[src/rtl/dmem_axi_bridge_pkg.sv]
`default_nettype none
// +----------------------------------------------------------------------------
// | dmem_axi_bridge_pkg : shared state encoding and AXI constants for the bridge
// | Revision: 1.0
// +----------------------------------------------------------------------------
package dmem_axi_bridge_pkg;

  typedef enum logic [2:0] {
    ST_IDLE    = 3'd0,
    ST_RD_ADDR = 3'd1,
    ST_RD_DATA = 3'd2,
    ST_WR_REQ  = 3'd3,
    ST_WR_RESP = 3'd4,
    ST_DONE    = 3'd5
  } state_e;

  localparam logic [1:0] SIZE_BYTE = 2'd0;
  localparam logic [1:0] SIZE_HALF = 2'd1;
  localparam logic [1:0] SIZE_WORD = 2'd2;
  localparam logic [1:0] RESP_OKAY = 2'b00;

  // Request size to AXI AxSIZE; the reserved code 3 passes through unchecked.
  function automatic logic [2:0] axi_size(input logic [1:0] sz);
    case (sz)
      SIZE_BYTE: axi_size = 3'd0;
      SIZE_HALF: axi_size = 3'd1;
      SIZE_WORD: axi_size = 3'd2;
      default:   axi_size = 3'd3;
    endcase
  endfunction

endpackage
`default_nettype wire

[src/rtl/dmem_axi_bridge_axi_wr_issue.sv]
`default_nettype none
// +----------------------------------------------------------------------------
// | axi_wr_issue : AW/W issue tracker, each channel handshakes independently
// | Revision: 1.0
// +----------------------------------------------------------------------------
module axi_wr_issue (
  input  logic clk,
  input  logic clrn,
  input  logic active_i,
  input  logic awready_i,
  input  logic wready_i,
  output logic awvalid_o,
  output logic wvalid_o,
  output logic done_o
);

  logic aw_done_q, aw_done_d;
  logic w_done_q,  w_done_d;
  logic aw_hs, w_hs;

  assign awvalid_o = active_i & ~aw_done_q;
  assign wvalid_o  = active_i & ~w_done_q;
  assign aw_hs     = awvalid_o & awready_i;
  assign w_hs      = wvalid_o & wready_i;
  // Done as soon as both channels are through, including a same-cycle finish.
  assign done_o    = active_i & (aw_done_q | aw_hs) & (w_done_q | w_hs);

  always_comb begin
    aw_done_d = aw_done_q;
    w_done_d  = w_done_q;
    if (!active_i || done_o) begin
      aw_done_d = 1'b0;
      w_done_d  = 1'b0;
    end else begin
      aw_done_d = aw_done_q | aw_hs;
      w_done_d  = w_done_q | w_hs;
    end
  end

  always_ff @(posedge clk or negedge clrn) begin
    if (!clrn) begin
      aw_done_q <= 1'b0;
      w_done_q  <= 1'b0;
    end else begin
      aw_done_q <= aw_done_d;
      w_done_q  <= w_done_d;
    end
  end

endmodule
`default_nettype wire

[src/rtl/dmem_axi_bridge.sv]
`default_nettype none
// +----------------------------------------------------------------------------
// | dmem_axi_bridge : data-cache memory port to single-beat AXI4-Lite bridge
// | Revision: 1.0
// +----------------------------------------------------------------------------
module dmem_axi_bridge
  import dmem_axi_bridge_pkg::*;
#(
  parameter int A_WIDTH = 32
) (
  input  logic               clk,
  input  logic               clrn,
  input  logic [A_WIDTH-1:0] m_a,
  input  logic [31:0]        m_din,
  output logic [31:0]        m_dout,
  input  logic               m_strobe,
  input  logic               m_rw,
  input  logic [3:0]         m_wen,
  input  logic [1:0]         m_size,
  output logic               m_ready,
  output logic               bus_err,
  output logic [A_WIDTH-1:0] araddr,
  output logic [2:0]         arsize,
  output logic               arvalid,
  input  logic               arready,
  input  logic [31:0]        rdata,
  input  logic [1:0]         rresp,
  input  logic               rvalid,
  output logic               rready,
  output logic [A_WIDTH-1:0] awaddr,
  output logic [2:0]         awsize,
  output logic               awvalid,
  input  logic               awready,
  output logic [31:0]        wdata,
  output logic [3:0]         wstrb,
  output logic               wvalid,
  input  logic               wready,
  input  logic [1:0]         bresp,
  input  logic               bvalid,
  output logic               bready
);

  state_e             state_q, state_d;
  logic [A_WIDTH-1:0] addr_q,  addr_d;
  logic [31:0]        din_q,   din_d;
  logic [3:0]         wen_q,   wen_d;
  logic [1:0]         size_q,  size_d;
  logic [31:0]        dout_q,  dout_d;
  logic               err_q,   err_d;
  logic               wr_active;
  logic               wr_done;

  assign wr_active = (state_q == ST_WR_REQ);

  axi_wr_issue u_wr_issue (
    .clk       (clk),
    .clrn      (clrn),
    .active_i  (wr_active),
    .awready_i (awready),
    .wready_i  (wready),
    .awvalid_o (awvalid),
    .wvalid_o  (wvalid),
    .done_o    (wr_done)
  );

  always_comb begin
    state_d = state_q;
    addr_d  = addr_q;
    din_d   = din_q;
    wen_d   = wen_q;
    size_d  = size_q;
    dout_d  = dout_q;
    err_d   = err_q;
    case (state_q)
      ST_IDLE: begin
        if (m_strobe) begin
          addr_d  = m_a;
          din_d   = m_din;
          wen_d   = m_wen;
          size_d  = m_size;
          err_d   = 1'b0;
          state_d = m_rw ? ST_WR_REQ : ST_RD_ADDR;
        end
      end
      ST_RD_ADDR: if (arready) state_d = ST_RD_DATA;
      ST_RD_DATA: begin
        if (rvalid) begin
          dout_d  = rdata;
          err_d   = (rresp != RESP_OKAY);
          state_d = ST_DONE;
        end
      end
      ST_WR_REQ:  if (wr_done) state_d = ST_WR_RESP;
      ST_WR_RESP: begin
        if (bvalid) begin
          err_d   = (bresp != RESP_OKAY);
          state_d = ST_DONE;
        end
      end
      ST_DONE:    state_d = ST_IDLE;
      default:    state_d = ST_IDLE;
    endcase
  end

  always_ff @(posedge clk or negedge clrn) begin
    if (!clrn) begin
      state_q <= ST_IDLE;
      addr_q  <= '0;
      din_q   <= '0;
      wen_q   <= '0;
      size_q  <= '0;
      dout_q  <= '0;
      err_q   <= 1'b0;
    end else begin
      state_q <= state_d;
      addr_q  <= addr_d;
      din_q   <= din_d;
      wen_q   <= wen_d;
      size_q  <= size_d;
      dout_q  <= dout_d;
      err_q   <= err_d;
    end
  end

  // Every output is a decode of state or a request register, never of an input.
  assign arvalid = (state_q == ST_RD_ADDR);
  assign rready  = (state_q == ST_RD_DATA);
  assign bready  = (state_q == ST_WR_RESP);
  assign m_ready = (state_q == ST_DONE);
  assign bus_err = (state_q == ST_DONE) & err_q;
  assign m_dout  = dout_q;
  assign araddr  = addr_q;
  assign awaddr  = addr_q;
  assign arsize  = axi_size(size_q);
  assign awsize  = axi_size(size_q);
  assign wdata   = din_q;
  assign wstrb   = wen_q;

endmodule
`default_nettype wire

[config.mk]
export PLATFORM = sky130hd
export DESIGN_NAME = dmem_axi_bridge
export DESIGN_NICKNAME = d
export VERILOG_FILES = /design/src/rtl/dmem_axi_bridge_pkg.sv /design/src/rtl/dmem_axi_bridge_axi_wr_issue.sv /design/src/rtl/dmem_axi_bridge.sv
export SDC_FILE = /design/constraint.sdc
export NUM_CORES = 1
export LEC_CHECK = 0
export CAP_MARGIN = 20
export CORE_MARGIN = 1.5
export CORE_UTILIZATION = 39
export DETAILED_ROUTE_END_ITERATION = 7
export PLACE_DENSITY = 0.79
export SKIP_CTS_REPAIR_TIMING = 1
export SLEW_MARGIN = 10
export SYNTH_ARGS = -nofsm -noshare
export SYNTH_HDL_FRONTEND = slang
export SYNTH_SLANG_ARGS = --single-unit
[constraint.sdc]
create_clock -name clk -period 1.95 [get_ports clk]
set_input_delay 0.2925 -clock clk [delete_from_list [all_inputs] [get_ports clk]]
set_output_delay 0.2925 -clock clk [all_outputs]
set_load 0.01 [all_outputs]
# Word level (Yosys, flattened, before mapping)
# Index checks and enable logic that the tools add are counted.
[totals]
inputBits = 115
output_inout_bits = 145
register_bits = 108
[classes]
bitwise = 11
n_reduce_logical = 11
muxes = 14
eq_ne = 12
[ops]
columns = ["op", "count"]
rows = [
  ["3-bit two-way mux", 5],
  ["3-bit case mux with 5 select lines", 1],
  ["2-bit inequality test (second input constant)", 4],
  ["1-bit AND", 7],
  ["3-bit by 2-bit equality test with 1-bit output (second input constant)", 2],
  ["3-bit equality test (second input constant)", 2],
  ["2-bit case mux with 3 select lines", 1],
  ["1-bit two-way mux", 5],
  ["5-bit AND reduction", 1],
  ["2-bit AND reduction", 2],
  ["4-bit AND reduction", 1],
  ["2-bit nonzero test", 2],
  ["3-bit by 1-bit equality test with 1-bit output (second input constant)", 1],
  ["3-bit zero test", 1],
  ["1-bit case mux with 3 select lines", 1],
  ["3-bit nonzero test", 1],
  ["2-bit by 1-bit equality test with 1-bit output (second input constant)", 1],
  ["2-bit equality test (second input constant)", 1],
  ["2-bit zero test", 1],
  ["2-bit two-way mux", 1],
  ["2-bit by 1-bit inequality test with 1-bit output (second input constant)", 1],
  ["1-bit NOT", 2],
  ["1-bit bitwise OR", 2],
  ["1-bit zero test", 1],
  ["1-bit logical OR", 1],
]

# Depth between registers and ports, before layout
# Gate-level depths: netlist of the first run.
[logic_depth]
ltp_word = 8
mapped_depth = 5
depth_no_buf = 3

# Hierarchy
# A second synthesis of the first run with hierarchy kept.
[hier_totals]
hier_cells = 299
hier_area_um2 = 4519.3
[modules_own_cells]
columns = ["mod", "n_inst", "seq_area_each_um2", "area_per_inst_um2", "cells_per_inst"]
rows = [
  ["dmem_axi_bridge", 1, 2652.5, 4419.2, 290],
  ["axi_wr_issue", 1, 50.0, 100.1, 9],
]

# Worst setup path after synthesis of the first run
# No wires, ideal clock.
[synth_timing]
kind = "register to register"
start = "register state_q[2]"
end = "register addr_q[0], in the netlist araddr[0]"
period_less_slack_ns = 1.611
arrival_time_ns = 1.486
path_slack_ns = 0.339
path_buffers = 1
path_stages_with_launch = 4
setup_ns = 0.125
cell_sequence = "dfrtp_1 -> nor4b_4 -> buf_6 -> mux2_4"
[synth_via]
elab_chain_cells = 2
[synth_rtl]
columns = ["element", "line", "text"]
rows = [
  ["from (decl)", "dmem_axi_bridge.sv:43", "state_e state_q, state_d;"],
  ["from (signal assigned)", "dmem_axi_bridge.sv:115", "state_q <= state_d;"],
  ["3-bit zero test", "dmem_axi_bridge.sv:74", "case (state_q)"],
  ["2-bit AND reduction (no source line)", "--", ""],
  ["to (signal assigned)", "dmem_axi_bridge.sv:116", "addr_q <= addr_d;"],
  ["to (decl)", "dmem_axi_bridge.sv:44", "logic [A_WIDTH-1:0] addr_q, addr_d;"],
]
# No other way between the ends.
# A chain may end at the register's enable or synchronous reset.

# Worst setup path in the final report of the first run
[layout_timing]
start = "register state_q[0]"
end = "register addr_q[10], in the netlist araddr[10]"
# The elaborated chain is that of the path after synthesis.

==> results of run 1 <==
-- cells by family after synthesis --
family / count (synthesis)
flip-flops: 108
buffers and inverters: 55
AO/OA/AOI/OAI: 9
AND/OR/NAND/NOR: 25
multiplexers: 106
other: 1
-- final cells by class --
type	count	area (sq um)	share of cell area (%)
Clock buffer	12	256	3.36
Clock inverter	4	23.8	0.311
Inverter	3	11.3	0.147
Multi-Input combinational cell	142	1690	22.1
Sequential cell	108	2710	35.4
Tap cell	147	184	2.41
Timing Repair Buffer	274	2770	36.2
-- worst max-delay path, cell delays in order (launching register included) --
cell and delay [ns]:
dfrtp_2 0.47, buf_4 0.17, buf_4 0.13, nor4b_4 0.28, buf_4 0.19, buf_12 0.20
mux2_4 0.32
-- through the flow --
stage	setup TNS [ns]	util, %	cell area (sq um)	std cells	hold WS, ns
floorplan	0	-	4800	305	-0.00309
global placement	0	60.7	7290	668	0.403
detailed placement	0	60.7	7290	668	0.415
CTS	-1.02	63.0	7570	684	0.0360
global route	0	63.6	7640	690	0.0648
finish	0	63.6	7640	690	0.0171
-- sequential cells by signal (all words and copies together) (netlist names) --
register              flops
araddr                   32
m_dout                   32
wdata                    32
wstrb                     4
state_q                   3
size_q                    2
err_q                     1
u_wr_issue.aw_done_q      1
u_wr_issue.w_done_q       1
-- power breakdown --
| part | leakage [nW] | switching (mW) | internal (mW) |
|---|---|---|---|
| clock network | 0.142 | 0.788 | 0.933 |
| logic | 1.97 | 2.34 | 4.52 |
| registers | 1.28 | 0.830 | 3.40 |
-- metal layers --
| metal | vias to the layer above | global-route usage [%] | part of all wire [%] |
|---|---|---|---|
| met5 | - | 0 | 0 |
| met4 | 0 | 6.83 | 1.6 |
| met3 | 12 | 4.04 | 6.2 |
| met2 | 143 | 31.1 | 52 |
| met1 | 1577 | 22.1 | 41 |
| li1 | 1473 | - | - |
-- worst max path at each step --
stage / start / cells after the start / slack (ns) / end
2_1_floorplan: state_q[2]$_DFFE_PN0P_ / 3 / 0.34 / araddr[0]$_DFFE_PN0P_
3_3_place_gp: m_strobe / 5 / 0.08 / araddr[13]$_DFFE_PN0P_
3_5_place_dp: m_strobe / 4 / 0.04 / araddr[1]$_DFFE_PN0P_
4_1_cts: state_q[0]$_DFFE_PN0P_ / 3 / -0.29 / bready
5_1_grt: state_q[0]$_DFFE_PN0P_ / 6 / 0.02 / araddr[28]$_DFFE_PN0P_
6_report: state_q[0]$_DFFE_PN0P_ / 6 / 0.05 / araddr[10]$_DFFE_PN0P_
-- layout by cell type (no fill, tap or decap), types with 4 or more instances in the layout --
cell type,synthesis,routed
clkbuf_16,0,9
buf_4,39,14
buf_12,0,4
dfrtp_1,108,105
nor2_1,8,8
clkdlybuf4s50_1,0,249
dlymetal6s2s_1,0,7
mux2_1,32,32
mux2i_1,4,4
mux2_4,70,70
==> impl_metrics.py, run 1 <==
metrics = {
    "die": {
        "dieArea_sq_um": 13000,
        "dieWidth_um": 114,
        "ios": 260,
        "fp.dieH_um": 114,
        "rows": 40,
        "core_area_sq_um": 12000,
        "initial_core_util_pct": 39.9,
    },
    "timing": {
        "setup_viol": 0,
        "rsz0062_at_grt": "false",
        "slew-limit-headroom_pct": 62.8,
        "fmaxAchievable_mhz": 527,
        "finalHoldViolCount": 0,
        "finClkSkew_ns": 0.00663,
        "finalCriticalPeriod_ns": 1.90,
        "worst_pin_slew_ns": 0.558,
        "slew_viol_final": 0,
        "final.setup.worst_slack_ns": 0.0519,
        "period_share_pct": 97.3,
    },
    "job": {
        "cap_violations": 0,
    },
    "global_routing": {
        "grt.total_usage_pct": 18.0,
        "antenna_found_initial": 0,
        "overflow": 0,
        "grt_pass1_wl_mm": 18.1,
        "grt_pass1_vias": 3331,
        "grt_max_degree": 109,
    },
    "route": {
        "wl_per_cell_um": 17.2,
        "wl_mm": 11.9,
        "dr.pass1.iters": 4,
        "vias_per_cell": 4.64,
        "drt_iter0_markers": 129,
        "drc": 0,
        "vias": 3205,
        "detail-route-antenna-nets": 0,
    },
    "yosys": {
        "synth.distinct_cells": 31,
        "synth_top_family_by_area": "multiplexers",
        "synth_xor_area_share_pct": 0,
        "synthAdderAreaFrac_pct": 0,
        "syn_area_sq_um": 4800,
        "yosys.area.top_type": "dfrtp_1",
        "ys.flop_type": "dfrtp_1",
        "synth_top_area_share_pct": 56.4,
        "synthArstFlopShare_pct": 100,
        "synthCells": 304,
        "yosysMostFrequentCell": "dfrtp_1",
        "synth_compound_area_share_pct": 1.33,
        "synth_common_cells": "dfrtp_1, mux2_4, buf_4",
        "avgSynthCellArea_sq_um": 15.8,
        "synth.yosys.warnings": 0,
        "ys_ff_latch": 108,
        "synthTopCellsByArea": "dfrtp_1, mux2_4, mux2_1",
        "synth_edf_count": 0,
        "yosysSeqAreaShare_pct": 56.4,
        "synthMuxAreaShare_pct": 30.3,
        "synth-simple-area-share_pct": 3.42,
    },
    "placement": {
        "place_congestion": 0.840,
        "dpl.hpwl_mm": 8.73,
        "dp_slack_ns": 0.0400,
        "io_buffers": 257,
    },
    "final_layout": {
        "nNetsFinal": 653,
        "area_delta_synth_final_pct": 59.2,
        "layout-drive-gt1-share_pct": 20.3,
        "fill_cells": 921,
        "diodes": 0,
    },
    "setup_path": {
        "reg2reg_depth": 6,
        "crit_required_ns": 2.18,
        "end_kind": "register",
        "r2r-end": "araddr[10]$_DFFE_PN0P_",
        "arrival_ns": 2.12,
        "critical_path.max_fanout": 22,
        "path_class": "register to register",
        "r2r_start": "state_q[0]$_DFFE_PN0P_",
        "cp-start-kind": "register",
        "rrSetupSlack_ns": 0.05,
    },
    "clock_network": {
        "clockBufferDepth": 2,
        "clock_sinks": 108,
        "clkSlewWorstSetupHoldPaths_ns": 0.07,
        "cts_tree": "yes",
        "cts_buffers": 9,
        "root_buffer": "clkbuf_16",
        "cts_max_level": 3,
        "clk_latency_ns": 0.34,
    },
    "outcome": {
        "status": "finished clean",
    },
    "min_path": {
        "min_path_type": "input port to async pin",
    },
    "pwr": {
        "power.total_mw": 12.8,
        "cellPowerDensity_nw_per_um2": 1680,
        "ir_drop_mv": 0.825,
        "p_leak_nw": 3.39,
    },
}
No activity file was read; power rests on OpenSTA's default activity.
==> inputs of run 2 (changes only) <==
CTS_CLUSTER_DIAMETER = 100   (was default)
==> results of run 2 <==
Final layout, timing and power as in run 1 (identical DEF).
==> inputs of run 3 (changes only) <==
SLEW_MARGIN = 20   (was 10)
TNS_END_PERCENT = 50   (was default)
==> results of run 3 <==
Final layout, timing and power as in run 1 (identical DEF).
